--- config.mk ---
export PLATFORM = sky130hd
export DESIGN_NAME = fetch_unit
export DESIGN_NICKNAME = d
export VERILOG_FILES = /design/src/rtl/cpu_defs.sv /design/src/rtl/ifid_reg.sv /design/src/rtl/fetch_unit.sv
export SDC_FILE = /design/constraint.sdc
export NUM_CORES = 1
export LEC_CHECK = 0
export CORE_ASPECT_RATIO = 0.75
export CORE_MARGIN = 4
export CORE_UTILIZATION = 43
export DETAILED_ROUTE_END_ITERATION = 6
export HOLD_SLACK_MARGIN = 0.15
export PLACE_DENSITY = 0.76
export REMOVE_ABC_BUFFERS = 1
export SLEW_MARGIN = 20
export SYNTH_ARGS = -nofsm -noshare
export SYNTH_HDL_FRONTEND = slang
export SYNTH_SLANG_ARGS = --single-unit
--- constraint.sdc ---
create_clock -name clk -period 6.4 [get_ports clk]
set_input_delay 1.6 -clock clk [delete_from_list [all_inputs] [get_ports clk]]
set_output_delay 1.6 -clock clk [all_outputs]
set_load 0.02 [all_outputs]
--- src/rtl/cpu_defs.sv ---
// cpu_defs: shared CPU constants for reset/handler vectors, exception codes and the nop encoding
package cpu_defs;
  localparam logic [31:0] RESET_PC   = 32'h0000_3000;
  localparam logic [31:0] HANDLER_PC = 32'h0000_4180;
  localparam logic [4:0]  EXC_INT    = 5'h0;
  localparam logic [4:0]  EXC_ADEL   = 5'h4;
  localparam logic [4:0]  EXC_ADES   = 5'h5;
  localparam logic [4:0]  EXC_RI     = 5'ha;
  localparam logic [4:0]  EXC_OV     = 5'hc;
  localparam logic [31:0] NOP        = 32'h0;
endpackage

--- src/rtl/ifid_reg.sv ---
// ifid_reg: IF/ID pipeline register with flush (bubble), hold (stall) and load
module ifid_reg
  import cpu_defs::*;
(
  input  logic        clk,
  input  logic        reset,
  input  logic        flush,
  input  logic        hold,
  input  logic [31:0] fetch_pc,
  input  logic [31:0] fetch_instr,
  input  logic [4:0]  fetch_exc,
  input  logic        fetch_bd,
  output logic [31:0] ifid_instr,
  output logic [31:0] ifid_pc,
  output logic [31:0] ifid_pc8,
  output logic [4:0]  ifid_exc,
  output logic        ifid_bd,
  output logic        ifid_valid
);
  // a bubble still records the flushed fetch PC so pc8 never goes stale
  always_ff @(posedge clk or posedge reset) begin
    if (reset) begin
      ifid_instr <= NOP;
      ifid_pc    <= 32'h0;
      ifid_pc8   <= 32'h8;
      ifid_exc   <= EXC_INT;
      ifid_bd    <= 1'b0;
      ifid_valid <= 1'b0;
    end else if (flush) begin
      ifid_instr <= NOP;
      ifid_pc    <= fetch_pc;
      ifid_pc8   <= fetch_pc + 32'd8;
      ifid_exc   <= EXC_INT;
      ifid_bd    <= 1'b0;
      ifid_valid <= 1'b0;
    end else if (!hold) begin
      ifid_instr <= fetch_instr;
      ifid_pc    <= fetch_pc;
      ifid_pc8   <= fetch_pc + 32'd8;
      ifid_exc   <= fetch_exc;
      ifid_bd    <= fetch_bd;
      ifid_valid <= 1'b1;
    end
  end
endmodule

--- src/rtl/fetch_unit.sv ---
// fetch_unit: program counter, next-PC priority mux and instruction-memory fetch into IF/ID
module fetch_unit
  import cpu_defs::*;
#(
  parameter logic [31:0] RESET_PC   = cpu_defs::RESET_PC,
  parameter logic [31:0] HANDLER_PC = cpu_defs::HANDLER_PC
) (
  input  logic        clk,
  input  logic        reset,
  input  logic        stall,
  input  logic        br_taken,
  input  logic [31:0] br_target,
  input  logic        id_is_jump,
  input  logic        exc_req,
  input  logic        eret,
  input  logic [31:0] epc,
  output logic [31:0] im_addr,
  input  logic [31:0] im_instr,
  input  logic [4:0]  im_exc,
  output logic [31:0] pc,
  output logic [31:0] ifid_instr,
  output logic [31:0] ifid_pc,
  output logic [31:0] ifid_pc8,
  output logic [4:0]  ifid_exc,
  output logic        ifid_bd,
  output logic        ifid_valid
);
  logic [31:0] fetch_instr;
  assign im_addr = pc;
  // a faulting fetch is replaced by a nop so no real opcode reaches decode
  assign fetch_instr = im_exc == EXC_INT ? im_instr : NOP;
  always_ff @(posedge clk or posedge reset) begin
    if (reset) pc <= RESET_PC;
    else if (exc_req) pc <= HANDLER_PC;
    else if (eret) pc <= epc;
    else if (!stall) pc <= br_taken ? br_target : pc + 32'd4;
  end
  ifid_reg u_ifid (
    .clk         (clk),
    .reset       (reset),
    .flush       (exc_req | eret),
    .hold        (stall),
    .fetch_pc    (pc),
    .fetch_instr (fetch_instr),
    .fetch_exc   (im_exc),
    .fetch_bd    (id_is_jump),
    .ifid_instr  (ifid_instr),
    .ifid_pc     (ifid_pc),
    .ifid_pc8    (ifid_pc8),
    .ifid_exc    (ifid_exc),
    .ifid_bd     (ifid_bd),
    .ifid_valid  (ifid_valid)
  );
endmodule

**After elaboration in Yosys (flattened, before gate mapping)**

Index checks and enable logic that the tools add are counted.

- Register bits: 135
- Input bits: 108
- Output and inout bits: 167
- Logic and storage cells: 30

- $add $sub $neg: 2
- Eq/ne operators: 2
- Muxes and demuxes: 17
- Bitwise gates (word level): 1
- Reductions and logical operators: 1

Operators with widths:

| kind | number |
|---|---|
| 32-bit two-way mux | 11 |
| 32-bit by 3-bit adder with 32-bit output, second input constant | 1 |
| 32-bit by 4-bit adder with 32-bit output, second input constant | 1 |
| 5-bit two-way mux | 2 |
| 5-bit zero test | 1 |
| 1-bit two-way mux | 4 |
| 3-bit by 1-bit inequality test with 1-bit output, second input constant | 1 |
| 2-bit by 1-bit inequality test with 1-bit output, second input constant | 1 |
| 1-bit OR | 1 |

**Logic depth before layout (Yosys ltp)**

- Word-level depth: 5
- Gate-level depth with buffers: 8
- Mapped depth without buffers: 6

**Hierarchy**

From an unflattened synthesis, not the netlist that was laid out.

- Cells, all modules: 843
- Area total of the unflattened synthesis: 7,385.8 um^2

Modules (own cells, without submodules):

| module | instances | cells an instance | area an instance (um^2) | sequential area each (um^2) |
|---|---|---|---|---|
| ifid_reg | 1 | 445 | 4,356.7 | 2,503.7 |
| fetch_unit | 1 | 398 | 3,029.2 | 803.3 |

**Worst setup path before layout**

OpenSTA, ideal clock, no wires.

- Kind: input port to flip-flop
- Start: in im_exc[0]
- End: reg u_ifid.ifid_instr[0]
- Library setup time: 0.066 ns
- Data arrival time: 2.871 ns
- Required time: 6.334 ns
- Setup slack: 3.462 ns
- Cell stages on the path: 4
- Buffers on the path: 1
- Cells stage by stage: or4_1 nor4_2 clkbuf_1 a22o_1

- Cells in the longest elaborated chain, start to end: 4

Ends and longest elaborated chain:

| element | RTL line | RTL |
|---|---|---|
| from (decl) | fetch_unit.sv:19 | `input logic [4:0] im_exc,` |
| 5-bit zero test | fetch_unit.sv:31 | `assign fetch_instr = im_exc == EXC_INT ? im_instr : NOP;` |
| 32-bit two-way mux | fetch_unit.sv:31 |  |
| 32-bit two-way mux | ifid_reg.sv:36 | `end else if (!hold) begin` |
| 32-bit two-way mux | ifid_reg.sv:29 | `end else if (flush) begin` |
| to (signal assigned) | ifid_reg.sv:37 | `ifid_instr <= fetch_instr;` |
| to (decl) | ifid_reg.sv:13 | `output logic [31:0] ifid_instr,` |

Every way passes these cells. The select of a mux whose other input is x is not followed.
A chain may end at the register's enable or synchronous reset.

**Worst setup path in the final report**

- Start: in exc_req
- End: reg u_ifid.ifid_pc8[7]

- Cells in the longest elaborated chain, start to end: 2
- Elaborated cells between the ends (all ways): 3
- Those cells by class: eq/ne (1); mux (1); bitwise (1)

Ends and longest elaborated chain:

| element | RTL line | RTL |
|---|---|---|
| from (decl) | fetch_unit.sv:14 | `input logic exc_req,` |
| 1-bit OR (*) | fetch_unit.sv:41 | `.flush (exc_req \| eret),` |
| 2-bit by 1-bit inequality test with 1-bit output (no line) or 32-bit two-way mux (tied branches) | n/a |  |
| to (signal assigned) | ifid_reg.sv:32 | `ifid_pc8 <= fetch_pc + 32'd8;` |
| to (signal assigned) | ifid_reg.sv:39 | `ifid_pc8 <= fetch_pc + 32'd8;` |
| to (decl) | ifid_reg.sv:15 | `output logic [31:0] ifid_pc8,` |

Every way passes the cells marked *; elsewhere a longest branch is shown, timed or not.

==> metrics.md <==
| Metric | Value |
|---|---|
| Nets | 1,086 |
| Number of library cell types mapped by synthesis | 66 |
| Family with the most delay on the worst path | buffers and inverters |
| CTS clk-pin slew, worst paths | 60 ps |
| Gpl congestion | 0.8287 |
| Startpoint types | input pin |
| Post-CTS Setup Inserts | 0 |
| Die area | 18,550 µm² |
| Largest net degree at the start of global routing | 97 |
| Root Driver | clkbuf_16 |
| FFs w/ async S/R, synth | 1.000 |
| Area after detailed placement | 9622 µm² |
| Final hold viol count | 0 |
| #FFs+latches synth | 132 |
| FF-to-FF setup slack | 3660 ps |
| NetSw | 0.0006936 W |
| ANT nets after route | 0 |
| Fmax | 280.7 MHz |
| Pleak | 4.271 nW |
| Vias | 6,674 |
| Setup Viol. Count Final | 0 |
| Seq pwr share | 0.396 |
| Int Power | 0.001759 W |
| Top FF cell, synth | dfrtp_1 |
| Final setup TNS | 0 ps |
| Final period util | 0.5567 |
| Maximum vdd drop | 0.0001619 V |
| Final-report max-slew violation count | 0 |
| Post-CTS sizing | 0 |
| Die X-Extent | 155.9 µm |
| Area leader, netlist | dfrtp_1 |
| Hold Path Depth | 2 |
| Worst Hold Launch | u_ifid.ifid_pc[17]$_DFFE_PP0P_ |
| Worst Hold Path EP | u_ifid.ifid_pc[17]$_DFFE_PP0P_ |
| Antenna violations before repair | 1 |
| CTS tree | done |
| Post-Syn Area | 7057 µm² |
| TritonCTS Sinks | 132 |
| Post-synth EDFFs | 0 |
| Synthesis Warnings | 0 |
| Clock power share | 0.407 |
| Vias per inst | 5.566 |
| Combinational power share | 0.197 |
| Crit-path cells | clkdlybuf4s50_1 -> buf_4 -> inv_1 -> nand2_1 -> nor2_4 -> buf_12 -> o21ai_0 |
| Clock tree buffer depth | 2 |
| Synthesis-to-layout area growth | 44.79% |
| Cells on worst reg2reg path | 6 |
| Num CTS Buffers | 17 |
| Syn Area/Cell | 9.117 µm² |
| Number of max-cap violations | 0 |
| Final HPWL from detailed placement | 16,240 µm |
| CP required | 6690 ps |
| Worst Path Max Fanout | 60 |
| Core area | 16,070 µm² |
| Ports | 275 |
| First-pass GRT wire length | 36,860 µm |
| Share of cells above drive strength 1 | 0.06471 |
| Die Span Y | 118.9 µm |
| Clk_lat worst skew | 420 ps |
| N_diodes | 0 |
| CP peak stage delay | 490 ps |
| Row count | 40 |
| Worst r2r dst | im_addr[25]$_DFFE_PP0P_ |
| DRT iter0 DRCs | 600 |
| Worst path depth | 7 |
| Slowest stage cell on the critical path | nor2_4 |
| Aggregate global-route resource usage | 0.2525 |
| Fillcell total | 1,396 |
| WL/cell | 19.44 µm |
| Seq/Total Area, Yosys | 0.4686 |
| GR Overflow Total | 0 |
| Worst Max-Slew Pin Slew | 938.8 ps |
| Classification of the worst setup path | in2reg |
| DRC errors left | 0 |
| Arr. time, crit path | 3850 ps |
| Status | finished clean |
| Worst min path class | reg2reg |
| Share of the synthesized area in the top cell type | 0.4574 |
| Post-layout min period | 3563 ps |
| Final Instance Area | 10,220 µm² |
| RSZ-0062 raised after global routing | false |
| Vias in the first global route | 6,490 |
| Port buffer count | 274 |
| Critical Path Sink Type | flip-flop |
| Worst r2r src | im_addr[4]$_DFFE_PP0P_ |
| Sw Ratio | 0.2828 |
| Final WL | 23,300 µm |
| Area contributors post-synth | dfrtp_1 46%, nand2_1 8.5%, buf_4 4.5% |
| Max transition margin | 0.3683 |
| Skew final | 8.281 ps |
| H-Tree Depth | 4 |
| Crit path buf inv count | 4 |
| Power per cell area | 240.1 nW/µm² |
| DRT Pass-1 Iters | 5 |
| Initial core utilization | 0.4393 |
| Syn Inst Count | 774 |
| Hold-fix buffers, CTS | 0 |
[layout make-up]
| class | count | area [µm²] | share of cell area |
|---|---|---|---|
| flip-flops and latches | 132 | 3307 | 0.3237 |
| inverters | 14 | 57.56 | 0.005633 |
| clock buffers | 23 | 467.9 | 0.04580 |
| repair buffers | 283 | 2830 | 0.2770 |
| well taps | 210 | 262.8 | 0.02572 |
| clock inverters | 9 | 127.6 | 0.01249 |
| multi-input cells | 528 | 3164 | 0.3097 |
[metrics by stage]
step	power (W)	cells	utilization	hold WS (ps)	worst slack [ps]
after floorplan	0.001176	674	-	531.8	-184.7
after CTS	0.002467	1199	0.6360	468.6	2852
after global placement	0.001460	1166	0.5977	449.3	1937
after global routing	0.002544	1199	0.6360	479.4	2675
final	0.002453	1199	0.6360	463.8	2837
after detailed placement	0.001469	1167	0.5989	456.7	2422
[power groups by stage]
stage               combinational, W  sequential (W)  clock [W]
floorplan                   0.000123         0.00105          0
global placement            0.000477        0.000983          0
detailed placement          0.000485        0.000984          0
CTS                         0.000486        0.000970    0.00101
global route                0.000518        0.000981    0.00104
finish                      0.000483        0.000971   0.000998
[logic make-up after synthesis]
kind of cell | count (synthesis) | share of synthesized area
compound gates | 187 | 0.1787
xor+xnor | 35 | 0.04344
fa+ha+maj | 2 | 0.003546
buf+inv | 114 | 0.08564
flops | 132 | 0.4686
mux | 14 | 0.02003
simple gates | 290 | 0.2000
[tightest hold or removal path: stages (launching register included)]
cell	delay [ps]
dfrtp_1	340
nand2_1	50
nand2_1	40
[cell usage in the layout, fill, tap and decap left out, drive strengths merged, types with 3 or more instances in the layout]
cell and count:
a211oi 6, a21o 3, a21oi 32, a221oi 5, a22o 32, a31o 3
a31oi 10, and2 10, and3 4, and4 5, buf 10, bufinv 3
clkbuf 23, clkdlybuf4s50 273, clkinv 3, clkinvlp 3, dfrtp 129, dfstp 3
inv 14, mux2i 13, nand2 159, nand3 14, nand4 15, nor2 48
nor3 11, nor4 12, o211ai 9, o21a 5, o21ai 52, o221ai 8
o22ai 7, xnor2 18, xor2 17
[per-layer routing]
layer / global-route usage / part of all wire / vias to the layer above
met5: 0 / 0.00056 / -
met4: 0.05741 / 0.0094 / 2
met3: 0.06938 / 0.10 / 24
met2: 0.3773 / 0.46 / 346
met1: 0.3663 / 0.43 / 3222
li1: - / - / 3080
[how the worst max path moves through the flow]
stage | from | endpoint | slack (ps)
3_3_place_gp | exc_req | u_ifid.ifid_pc8[14]$_DFFE_PP0P_ | 1940
6_report | exc_req | u_ifid.ifid_pc8[7]$_DFFE_PP0P_ | 2840
2_1_floorplan | eret | im_addr[31]$_DFFE_PP0P_ | -180
3_5_place_dp | exc_req | u_ifid.ifid_instr[22]$_DFFE_PP0P_ | 2420
4_1_cts | exc_req | u_ifid.ifid_pc8[7]$_DFFE_PP0P_ | 2850
5_1_grt | exc_req | u_ifid.ifid_pc[7]$_DFFE_PP0P_ | 2680
[state kept, by name, summed over array words and instances (netlist names)]
name	cells
im_addr	32
u_ifid.ifid_instr	32
u_ifid.ifid_pc8	32
u_ifid.ifid_pc	29
u_ifid.ifid_exc	5
u_ifid.ifid_bd	1
u_ifid.ifid_valid	1
[synth_stat cells, drive strengths merged (3+ instances only)]
| cell | n |
|---|---|
| dfstp | 3 |
| a221oi | 5 |
| a21oi | 32 |
| inv | 14 |
| nand4 | 15 |
| o21ai | 52 |
| buf | 63 |
| o221ai | 8 |
| a31o | 3 |
| a31oi | 10 |
| xor2 | 17 |
| nand3 | 14 |
| and2 | 10 |
| nor2 | 48 |
| o21a | 5 |
| a21o | 3 |
| mux2i | 13 |
| nand2 | 159 |
| a211oi | 6 |
| nor3 | 11 |
| clkbuf | 37 |
| xnor2 | 18 |
| nor4 | 12 |
| and4 | 5 |
| a22o | 32 |
| dfrtp | 129 |
| o22ai | 7 |
| and3 | 4 |
| o211ai | 9 |
(Power assumes the default switching activity.)
